### src/rtl/multicycle_controller.sv
// multicycle_controller: RV32I multi-cycle sequencer driving shared ALU/memory datapath controls
module multicycle_controller (
    input  logic       clk,
    input  logic       rst,
    input  logic [6:0] op,
    input  logic [2:0] funct3,
    input  logic       funct7_5,
    input  logic       EQ,
    input  logic       mem_ready,
    output logic       PCWrite,
    output logic       AdrSrc,
    output logic       MemWrite,
    output logic       MemRead,
    output logic       IRWrite,
    output logic [1:0] ResultSrc,
    output logic [1:0] ALUSrcA,
    output logic [1:0] ALUSrcB,
    output logic [2:0] ALUctrl,
    output logic [2:0] ImmSrc,
    output logic       RegWrite,
    output logic       retire,
    output logic       illegal,
    output logic [3:0] state
);
    typedef enum logic [3:0] {
        FETCH    = 4'd0,
        DECODE   = 4'd1,
        MEMADR   = 4'd2,
        MEMREAD  = 4'd3,
        MEMWB    = 4'd4,
        MEMWRITE = 4'd5,
        EXEC_R   = 4'd6,
        EXEC_I   = 4'd7,
        ALUWB    = 4'd8,
        BRANCH   = 4'd9,
        JAL      = 4'd10,
        LUI      = 4'd11
    } state_t;

    state_t cur, nxt;
    logic [2:0] alu_i, alu_r;

    assign alu_i = funct3 == 3'b010 ? 3'b101 :
                   funct3 == 3'b110 ? 3'b011 :
                   funct3 == 3'b111 ? 3'b010 : 3'b000;
    assign alu_r = (funct3 == 3'b000 && funct7_5) ? 3'b001 : alu_i;
    assign state = cur;

    // state register; reset abandons any instruction or pending access
    always_ff @(posedge clk) begin
        cur <= rst ? FETCH : nxt;
    end

    // next state and per-state datapath controls
    always_comb begin
        nxt       = cur;
        PCWrite   = 1'b0;
        AdrSrc    = 1'b0;
        MemWrite  = 1'b0;
        MemRead   = 1'b0;
        IRWrite   = 1'b0;
        ResultSrc = 2'b00;
        ALUSrcA   = 2'b00;
        ALUSrcB   = 2'b00;
        ALUctrl   = 3'b000;
        ImmSrc    = 3'b000;
        RegWrite  = 1'b0;
        retire    = 1'b0;
        illegal   = 1'b0;
        case (cur)
            FETCH: begin
                MemRead   = 1'b1;
                ALUSrcB   = 2'b10;
                ResultSrc = 2'b10;
                PCWrite   = mem_ready;
                IRWrite   = mem_ready;
                nxt       = mem_ready ? DECODE : FETCH;
            end
            DECODE: begin
                ALUSrcA = 2'b01;
                ALUSrcB = 2'b01;
                ImmSrc  = op == 7'b1101111 ? 3'b011 : 3'b010;
                case (op)
                    7'b0000011, 7'b0100011: nxt = MEMADR;
                    7'b0110011: nxt = EXEC_R;
                    7'b0010011: nxt = EXEC_I;
                    7'b1100011: nxt = BRANCH;
                    7'b1101111: nxt = JAL;
                    7'b0110111: nxt = LUI;
                    default: begin
                        nxt     = FETCH;
                        illegal = 1'b1;
                    end
                endcase
            end
            MEMADR: begin
                ALUSrcA = 2'b10;
                ALUSrcB = 2'b01;
                ImmSrc  = op == 7'b0100011 ? 3'b001 : 3'b000;
                nxt     = op == 7'b0100011 ? MEMWRITE : MEMREAD;
            end
            MEMREAD: begin
                MemRead = 1'b1;
                AdrSrc  = 1'b1;
                nxt     = mem_ready ? MEMWB : MEMREAD;
            end
            MEMWB: begin
                ResultSrc = 2'b01;
                RegWrite  = 1'b1;
                retire    = 1'b1;
                nxt       = FETCH;
            end
            MEMWRITE: begin
                MemRead  = 1'b1;
                MemWrite = 1'b1;
                AdrSrc   = 1'b1;
                retire   = mem_ready;
                nxt      = mem_ready ? FETCH : MEMWRITE;
            end
            EXEC_R: begin
                ALUSrcA = 2'b10;
                ALUctrl = alu_r;
                nxt     = ALUWB;
            end
            EXEC_I: begin
                ALUSrcA = 2'b10;
                ALUSrcB = 2'b01;
                ALUctrl = alu_i;
                nxt     = ALUWB;
            end
            ALUWB: begin
                RegWrite = 1'b1;
                retire   = 1'b1;
                nxt      = FETCH;
            end
            BRANCH: begin
                ALUSrcA = 2'b10;
                ALUctrl = 3'b001;
                retire  = 1'b1;
                PCWrite = funct3 == 3'b001 ? !EQ : EQ;
                nxt     = FETCH;
            end
            JAL: begin
                ALUSrcA = 2'b01;
                ALUSrcB = 2'b10;
                PCWrite = 1'b1;
                nxt     = ALUWB;
            end
            LUI: begin
                ImmSrc    = 3'b100;
                ResultSrc = 2'b11;
                RegWrite  = 1'b1;
                retire    = 1'b1;
                nxt       = FETCH;
            end
            default: nxt = FETCH;
        endcase
    end
endmodule

### config.mk
export PLATFORM = sky130hd
export DESIGN_NAME = multicycle_controller
export DESIGN_NICKNAME = d
export VERILOG_FILES = /design/src/rtl/multicycle_controller.sv
export SDC_FILE = /design/constraint.sdc
export NUM_CORES = 1
export LEC_CHECK = 0
export CAP_MARGIN = 0
export CORE_AREA = 2 2 45 47
export CTS_CLUSTER_SIZE = 20
export DETAILED_ROUTE_END_ITERATION = 10
export DIE_AREA = 0 0 47 49
export GPL_TIMING_DRIVEN = 0
export PLACE_DENSITY = 0.93
export SYNTH_ARGS = -nofsm -noshare
export SYNTH_HDL_FRONTEND = slang
export SYNTH_SLANG_ARGS = --single-unit
### constraint.sdc
create_clock -name clk -period 2.2 [get_ports clk]
set_input_delay 0.44 -clock clk [delete_from_list [all_inputs] [get_ports clk]]
set_output_delay 0.44 -clock clk [all_outputs]
set_load 0.01 [all_outputs]
After elaboration in Yosys (flattened, before gate mapping)
Cells that the tools add are included.
{"block": "word_totals", "reg_bits": 4, "latch_bits": 0, "ramBits": 0, "rom_bits": 0, "input_bits": 15, "out_inout_bits": 24, "wordCells": 65, "n_memories": 0}
{"block": "classes", "n_addsub": 0, "n_mul": 0, "div": 0, "magnitude_cmp": 0, "eq_ne": 22, "shift": 0, "muxes": 27, "bitwise_logic": 0, "n_reduce_logical": 15}
{"operator": "$pmux 4 s6", "count": 2}
{"operator": "$eq 7x6->1 const B", "count": 3}
{"operator": "$pmux 3 s3", "count": 2}
{"operator": "$eq 4x3->1 const B", "count": 4}
{"operator": "$eq 4x4->1 const B", "count": 4}
{"operator": "$mux 3", "count": 5}
{"operator": "$eq 7x7->1 const B", "count": 2}
{"operator": "$reduce_or 3->1", "count": 4}
{"operator": "$mux 1", "count": 11}
{"operator": "$eq 4x2->1 const B", "count": 2}
{"operator": "$pmux 2 s2", "count": 2}
{"operator": "$reduce_or 2->1", "count": 4}
{"operator": "$reduce_or 4->1", "count": 2}
{"operator": "$eq 7x2->1 const B", "count": 1}
{"operator": "$eq 7x5->1 const B", "count": 1}
{"operator": "$reduce_or 7->1", "count": 1}
{"operator": "$eq 3x3->1 const B", "count": 2}
{"operator": "$pmux 2 s3", "count": 1}
{"operator": "$eq 4x1->1 const B", "count": 1}
{"operator": "$logic_not 4->1", "count": 1}
{"operator": "$mux 2", "count": 2}
{"operator": "$eq 3x1->1 const B", "count": 1}
{"operator": "$eq 3x2->1 const B", "count": 1}
{"operator": "$logic_not 3->1", "count": 1}
{"operator": "other kinds (4)", "count": 4}

Depth between registers and ports, before layout
Gate-level depths: netlist of the first run.
{"block": "depth", "depth_word": 6, "mapped_depth": 5, "ltp_nobuf": 4}

Worst setup path after synthesis of the first run
Ideal clock, no wire load.
{"block": "synth_path", "path_type": "register to output", "start": "register cur[2] (netlist: state[2])", "end": "output illegal", "arrival_time_ns": 1.279, "path_slack_ns": 0.481, "path_stages_with_launch": 5, "cell_sequence": "dfxtp_1 > clkbuf_8 > buf_2 > nor3_1 > nor2b_1"}
{"block": "synth_between", "elab_chain_cells": 2}
{"item": "start, declared", "line_no": "40", "rtl": "state_t cur, nxt;"}
{"item": "start signal, assigned", "line_no": "51", "rtl": "cur <= rst ? FETCH : nxt;"}
{"item": "$eq 4x1->1", "line_no": "70", "rtl": "case (cur)"}
{"item": "$mux 1", "line_no": "70"}
{"item": "end, declared", "line_no": "22", "rtl": "output logic illegal,"}
No other way between the ends.

Worst setup path in the final report of the first run
{"block": "layout_path", "start": "register cur[3] (netlist: state[3])", "end": "output ALUSrcA[1]"}
{"block": "layout_between", "elab_chain_cells": 3, "elab_cells_between_ends": 9, "cone_classes": "eq/ne: 6; mux: 1; reduce/logical: 2"}
{"item": "$eq 4x3->1, or another cell as far along", "line_no": "70"}
{"item": "$reduce_or 4->1 (no line) or $reduce_or 2->1 (tied branches)"}
{"item": "$pmux 2 s2 (*)", "line_no": "70"}
{"item": "end, declared", "line_no": "16", "rtl": "output logic [1:0] ALUSrcA,"}
Every way passes the cells marked *; elsewhere a longest branch is shown, timed or not.

==> run summary, run 1 <==
IO Pins: 39
Hold Vio Cnt, Final: 0
Critical path startpoint category: register
Slowest stage cell, crit path: clkdlybuf4s50_1
Most frequent cells in the layout: nor2_1, clkdlybuf4s50_1, nand2_1, dlygate4sd2_1, dlymetal6s2s_1
Largest net degree at the start of global routing: 11
Rel. slew slack: 78.77%
XOR/XNOR share of the synthesized area: 3.578%
RSZ-0062 raised after global routing: true
Syn nets: 122
Leak Pwr: 0.6011 nW
Row cnt: 16
Die width: 47 um
FFs w/ async S/R, synth: 0%
Synth Area in Compound Gates: 25.55%
Final ANT Viol Nets: 0
Drt first-iter violations: 33
H-Tree Depth: 1
Fmax: 463.2 MHz
MaxCap Viol Count: 0
Max-slew violation count: 0
Post-synthesis sequential area ratio: 10.90%
WHS Path Cells: 3
Maximum clock insertion buffer count: 2
Total CTS buffers: 3
Power Total: 0.0003223 W
Pre-CTS setup slack: -545.1 ps
Area growth, synth to finish: 71.55%
Finished Cell Area: 1260 um^2
PortBufs: 38
Antenna violations before repair: 0
Hold EP: state[0]
Ys Warns: 0
PwrDens: 255.8 nW/um^2
First-pass GRT wire length: 4.071 mm
Multiplexer share of the synthesized area: 1.533%
Main flop type after synthesis: dfxtp_1
Share of layout cells above drive strength 1: 23.33%
Die Height: 49 um
Fin crit period: 2159 ps
Final worst slack: 40.96 ps
Wire length per cell: 14.78 um
VDD IR max: 174.8 uV
Worst Path Arrival: 1720 ps
Post-Synth Adder-Cell Area: 0%
Routed vias/inst: 5.893
Crit-path cells: buf_6 -> buf_4 -> nand2b_1 -> o22ai_1 -> clkdlybuf4s50_1
Clock skew: 8.201 ps
GR Overflow Total: 0
CTS root buffer: clkbuf_4
WP data required: 1760 ps
Worst Hold Launch: op[4]
Synth Area in Simple Gates: 47.02%
Routed wire length: 2.616 mm
Critical Path Max Stage Delay: 560 ps
R2R cell count: 5
Hold WC Path Type: input pin to register
Worst-path clk slew: 40 ps
Mapped cell area: 734.5 um^2
Core area: 1842 um^2
Fin crit share: 98.14%
Setup TNS: 0 ps
Final setup fails: 0
Synth cell types: 38
Tot GR Track Use: 23.31%
EDFF count, synth: 0
Seq cells post-synth: 4
Mapped Cells: 107
RR Endpoint: state[0]
Critical R2R Launch: state[3]
Fin nets: 167
Initial core utilization: 39.88%
TritonCTS clock tree: built
# DRC: 0
Largest family of logic cells by synthesized area: simple AND/OR/NAND/NOR gates
Max FO, Critical Path: 10
Ant diodes: 0
Via count: 1043
DR pass1 iterations: 4
Worst slew pin tran: 316.1 ps
CTS Hold Buffers Added: 0
Dpl hpwl: 1.739 mm
Vias in the first global route: 983
Number of flip-flops in the largest register: 4
R2r setup slk: 860 ps
Setup CP Type: register to output pin
Die area: 2303 um^2
Clk Latency, worst-skew pair: 240 ps
Run status: complete, no violations
Clock Sinks: 4
Crit. End Element: output pin
Placed instance area: 1149 um^2
Gpl congestion: 0.8347
Synth Area per Inst: 6.864 um^2
-- cells in the mapped netlist (2+ instances only) --
cell       n  area (um^2)
and3_1     2        12.51
nor2_1    13        48.80
and2b_2    2        17.52
and3b_1    2        17.52
buf_6      3        33.78
nor3b_1    3        22.52
nor3_1     7        35.03
a211oi_1   2        15.01
nand3_1    3        15.01
dfxtp_1    4        80.08
nand2_1   11        41.29
o21ai_0    6        30.03
buf_2      3        15.01
nor2b_1    3        18.77
nand4_1    2        12.51
xor2_1     2        17.52
clkbuf_8   2        27.53
nand2b_1   7        43.79
a21oi_1    8        40.04
a31oi_1    4        25.02
-- per-layer routing --
| layer | wire, um | GRT usage, % |
|---|---|---|
| met2 | 1353 | 40.87 |
| met5 | 0 | 0 |
| met4 | 102 | 9.722 |
| met3 | 124 | 1.481 |
| met1 | 1036 | 27.70 |
-- critical path: cells and delay by family, from the launching register on --
family                 cells  cell delay (ps)
buffers and inverters      3              890
AO/OA/AOI/OAI              1              110
AND/OR/NAND/NOR            1              140
flip-flops                 1              340
-- worst max path at each step --
stage	to	slack, ps	cells after the start	start
after floorplan	illegal	480	4	state[2]
after global placement	ImmSrc[0]	-530	6	op[3]
after detailed placement	ImmSrc[0]	-550	6	op[3]
after CTS	ImmSrc[0]	-10	6	op[1]
after global routing	ImmSrc[0]	-20	6	op[0]
final	ALUSrcA[1]	40	5	state[3]
-- through the flow --
step	hold slack, ps	util [%]	cells
floorplan	599.1	-	107
global placement	682.0	62.36	172
detailed placement	674.0	62.36	172
CTS	667.8	65.76	177
global route	672.2	68.41	177
finish	652.9	68.41	177
-- what timing repair did --
action	4_1_cts	5_1_grt
setup buffers	2	0
gates resized for setup	40	18
setup endpoints to repair	17	10
pin swaps	4	3
-- power breakdown --
group	switching, W	internal, W	leakage, nW
Sequential	0.00000184	0.0000749	0.0330
Combinational	0.0000768	0.0000744	0.554
Clock	0.0000332	0.0000612	0.0138
Total	0.000112	0.000211	0.601
-- layout make-up --
| type | instances | area [um^2] |
|---|---|---|
| plain buffers | 8 | 83.83 |
| clock buffers | 3 | 22.52 |
| fillers | 159 | 581.8 |
| inverters | 2 | 12.51 |
| multi-input cells | 93 | 626.9 |
| flip-flops and latches | 4 | 81.33 |
| well taps | 27 | 33.78 |
| repair buffers | 40 | 399.1 |
-- cell families (layout without fill, tap and decap cells) --
kind of cell | after synthesis | after routing
AO/OA/AOI/OAI | 29 | 29
XOR/XNOR | 3 | 3
buffers and inverters | 10 | 53
flip-flops | 4 | 4
multiplexers | 1 | 1
AND/OR/NAND/NOR | 60 | 60
Power figures use the tool's default switching activity.
==> run 2, diff against run 1 <==
GPL_TIMING_DRIVEN = 1   (was 0)
==> run 2 against run 1 <==
  * Flip-flop and latch count stayed put
  * Critical path depth is 2 higher
  * Utilization is 6.0 points higher
  * Critical endpoint is now illegal
  * Total power is 5.7% higher
==> run summary, run 2 (synthesis results as in run 1) <==
Maximum clock insertion buffer count: 2 (unchanged)
Leak Pwr: 0.6697 nW (+11%)
Worst Path Arrival: 1720 ps (about the same)
IO Pins: 39 (unchanged)
Ant diodes: 0 (unchanged)
CTS Hold Buffers Added: 0 (unchanged)
Routed vias/inst: 5.601 (-4.9%)
Core area: 1842 um^2 (unchanged)
Routed wire length: 2.858 mm (+9.3%)
Met3 GRT Util: 1.111% (-0.37 points)
RR Endpoint: state[3]
Inst Count DP: 193 (+12%)
Final setup fails: 0 (unchanged)
Finished Core Util: 74.46% (+6.0 points)
Max FO, Critical Path: 4 (-6)
First-pass GRT wire length: 4.312 mm (+5.9%)
Worst path most repeated cell: dlygate4sd2_1
# DRC: 0 (unchanged)
R2r setup slk: 720 ps (-140 ps)
Largest net degree at the start of global routing: 21 (+10)
Fin nets: 188 (+13%)
Tot GR Track Use: 24.40% (+1.1 points)
CP Depth: 7 (+2)
Share of layout cells above drive strength 1: 30.41% (+7.1 points)
Setup TNS: 0 ps (unchanged)
Finished Layout Cells: 198 (+12%)
DR pass1 iterations: 4 (unchanged)
Grt met1 use: 27.96% (+0.26 points)
Worst slew pin tran: 340.6 ps (+24.54 ps)
Clock Sinks: 4 (unchanged)
Worst-path clk slew: 40 ps (about the same)
Area growth, synth to finish: 86.71%
WP data required: 1760 ps (about the same)
RSZ-0062 raised after global routing: false
Rel. slew slack: 77.10% (-1.7 points)
Worst setup path endpoint: illegal
Dpl hpwl: 2.208 mm (+27%)
Critical Path Max Stage Delay: 270 ps (-290 ps)
Worst path bufs/invs: 3 (unchanged)
Fin crit period: 2160 ps (+1.155 ps)
PwrDens: 248.5 nW/um^2 (-2.8%)
Final ANT Viol Nets: 0 (unchanged)
Number of flip-flops in the largest register: 4 (unchanged)
H-Tree Depth: 1 (unchanged)
GR Overflow Total: 0 (unchanged)
Most common cell after layout, fill and taps aside: buf_4
Drt first-iter violations: 40 (+21%)
Most frequent cells in the layout: buf_4, clkdlybuf4s50_1, nor2_1
Met2 usage: 47.03% (+6.2 points)
Critical path startpoint category: input pin
Max-slew violation count: 0 (unchanged)
PortBufs: 38 (unchanged)
Die Height: 49 um (unchanged)
VDD IR max: 201.2 uV (+15%)
Total CTS buffers: 3 (unchanged)
Wire length per cell: 14.43 um (-2.3%)
Crit path max-delay family: buffers and inverters
Row cnt: 16 (unchanged)
Slowest stage cell, crit path: dlygate4sd2_1
MaxCap Viol Count: 0 (unchanged)
Hold WC Path Type: register to register
Gpl congestion: 0.8945 (+7.2%)
Die area: 2303 um^2 (unchanged)
Initial core utilization: 39.88% (unchanged)
CTS root buffer: clkbuf_4
Hold Vio Cnt, Final: 0 (unchanged)
Layer with the highest usage: met2
R2R cell count: 5 (unchanged)
Clock skew: 4.888 ps (-3.313 ps)
TritonCTS clock tree: built
Run status: complete, no violations
Die width: 47 um (unchanged)
Fin crit share: 98.19% (about the same)
CP startpoint: op[2]
Crit-path cells: dlygate4sd2_1 -> buf_4 -> and3b_1 -> o21ai_0 -> a31oi_1 -> nor2b_1 -> dlygate4sd2_1
Fmax: 462.9 MHz (about the same)
Via count: 1109 (+6.3%)
Clk Latency, worst-skew pair: 230 ps (about the same)
Critical R2R Launch: state[1]
Setup CP Type: input pin to output pin
Crit. End Element: output pin
Antenna violations before repair: 0 (unchanged)
Vias in the first global route: 1022 (+4.0%)
[run 2: metal layers]
metal	vias up	part of all wire [%]
met2	56	57
met4	0	0.38
li1	527	-
met5	-	0
met3	2	5.2
met1	524	38
[run 2: worst min path at each step]
stage | startpoint | to | slack (ps) | depth (start not counted)
final | state[1] | state[3] | 680 | 3
after global routing | state[1] | state[3] | 700 | 3
after CTS | state[1] | state[3] | 680 | 3
after detailed placement | state[1] | state[3] | 660 | 3
after global placement | state[1] | state[3] | 660 | 3
after floorplan | op[5] | state[1] | 600 | 2
[run 2: what timing repair did]
item / in CTS / in global routing
buffers inserted: 1 / 1
endpoints found under the setup margin: 12 / 9
resized for setup: 29 / 11
gates cloned: 0 / 0
pin swaps: 5 / 6
[run 2: layout make-up]
| type | instances | area, um^2 |
|---|---|---|
| Timing Repair Buffer | 69 | 621.8 |
| Multi-Input combinational cell | 93 | 603.1 |
| Fill cell | 135 | 470.5 |
| Tap cell | 27 | 33.78 |
| Inverter | 2 | 8.758 |
| Clock buffer | 3 | 22.52 |
| Sequential cell | 4 | 81.33 |
[run 2: power by group]
group	total, W	leakage [nW]	internal [W]	switching [W]
clock network	0.0000866	0.0138	0.0000607	0.0000259
registers	0.0000776	0.0328	0.0000754	0.00000224
logic	0.000177	0.623	0.0000965	0.0000801
[run 2: per-stage QoR]
| stage | hold slack [ps] | instance area [um^2] | power (W) | setup WS, ps |
|---|---|---|---|---|
| 5_1_grt | 696.0 | 1371 | 0.0003566 | 10.30 |
| 4_1_cts | 676.0 | 1339 | 0.0003394 | 7.484 |
| 2_1_floorplan | 599.1 | 734.5 | 0.0001497 | 480.5 |
| 3_5_place_dp | 663.8 | 1303 | 0.0002551 | -446.6 |
| 6_report | 677.5 | 1371 | 0.0003408 | 39.81 |
| 3_3_place_gp | 658.8 | 1303 | 0.0002479 | -415.6 |
[run 2: tightest hold or removal path, stage by stage (launching register included)]
cell and delay, ps:
dfxtp_1 320, buf_12 160, nand2_1 60, a31oi_1 70
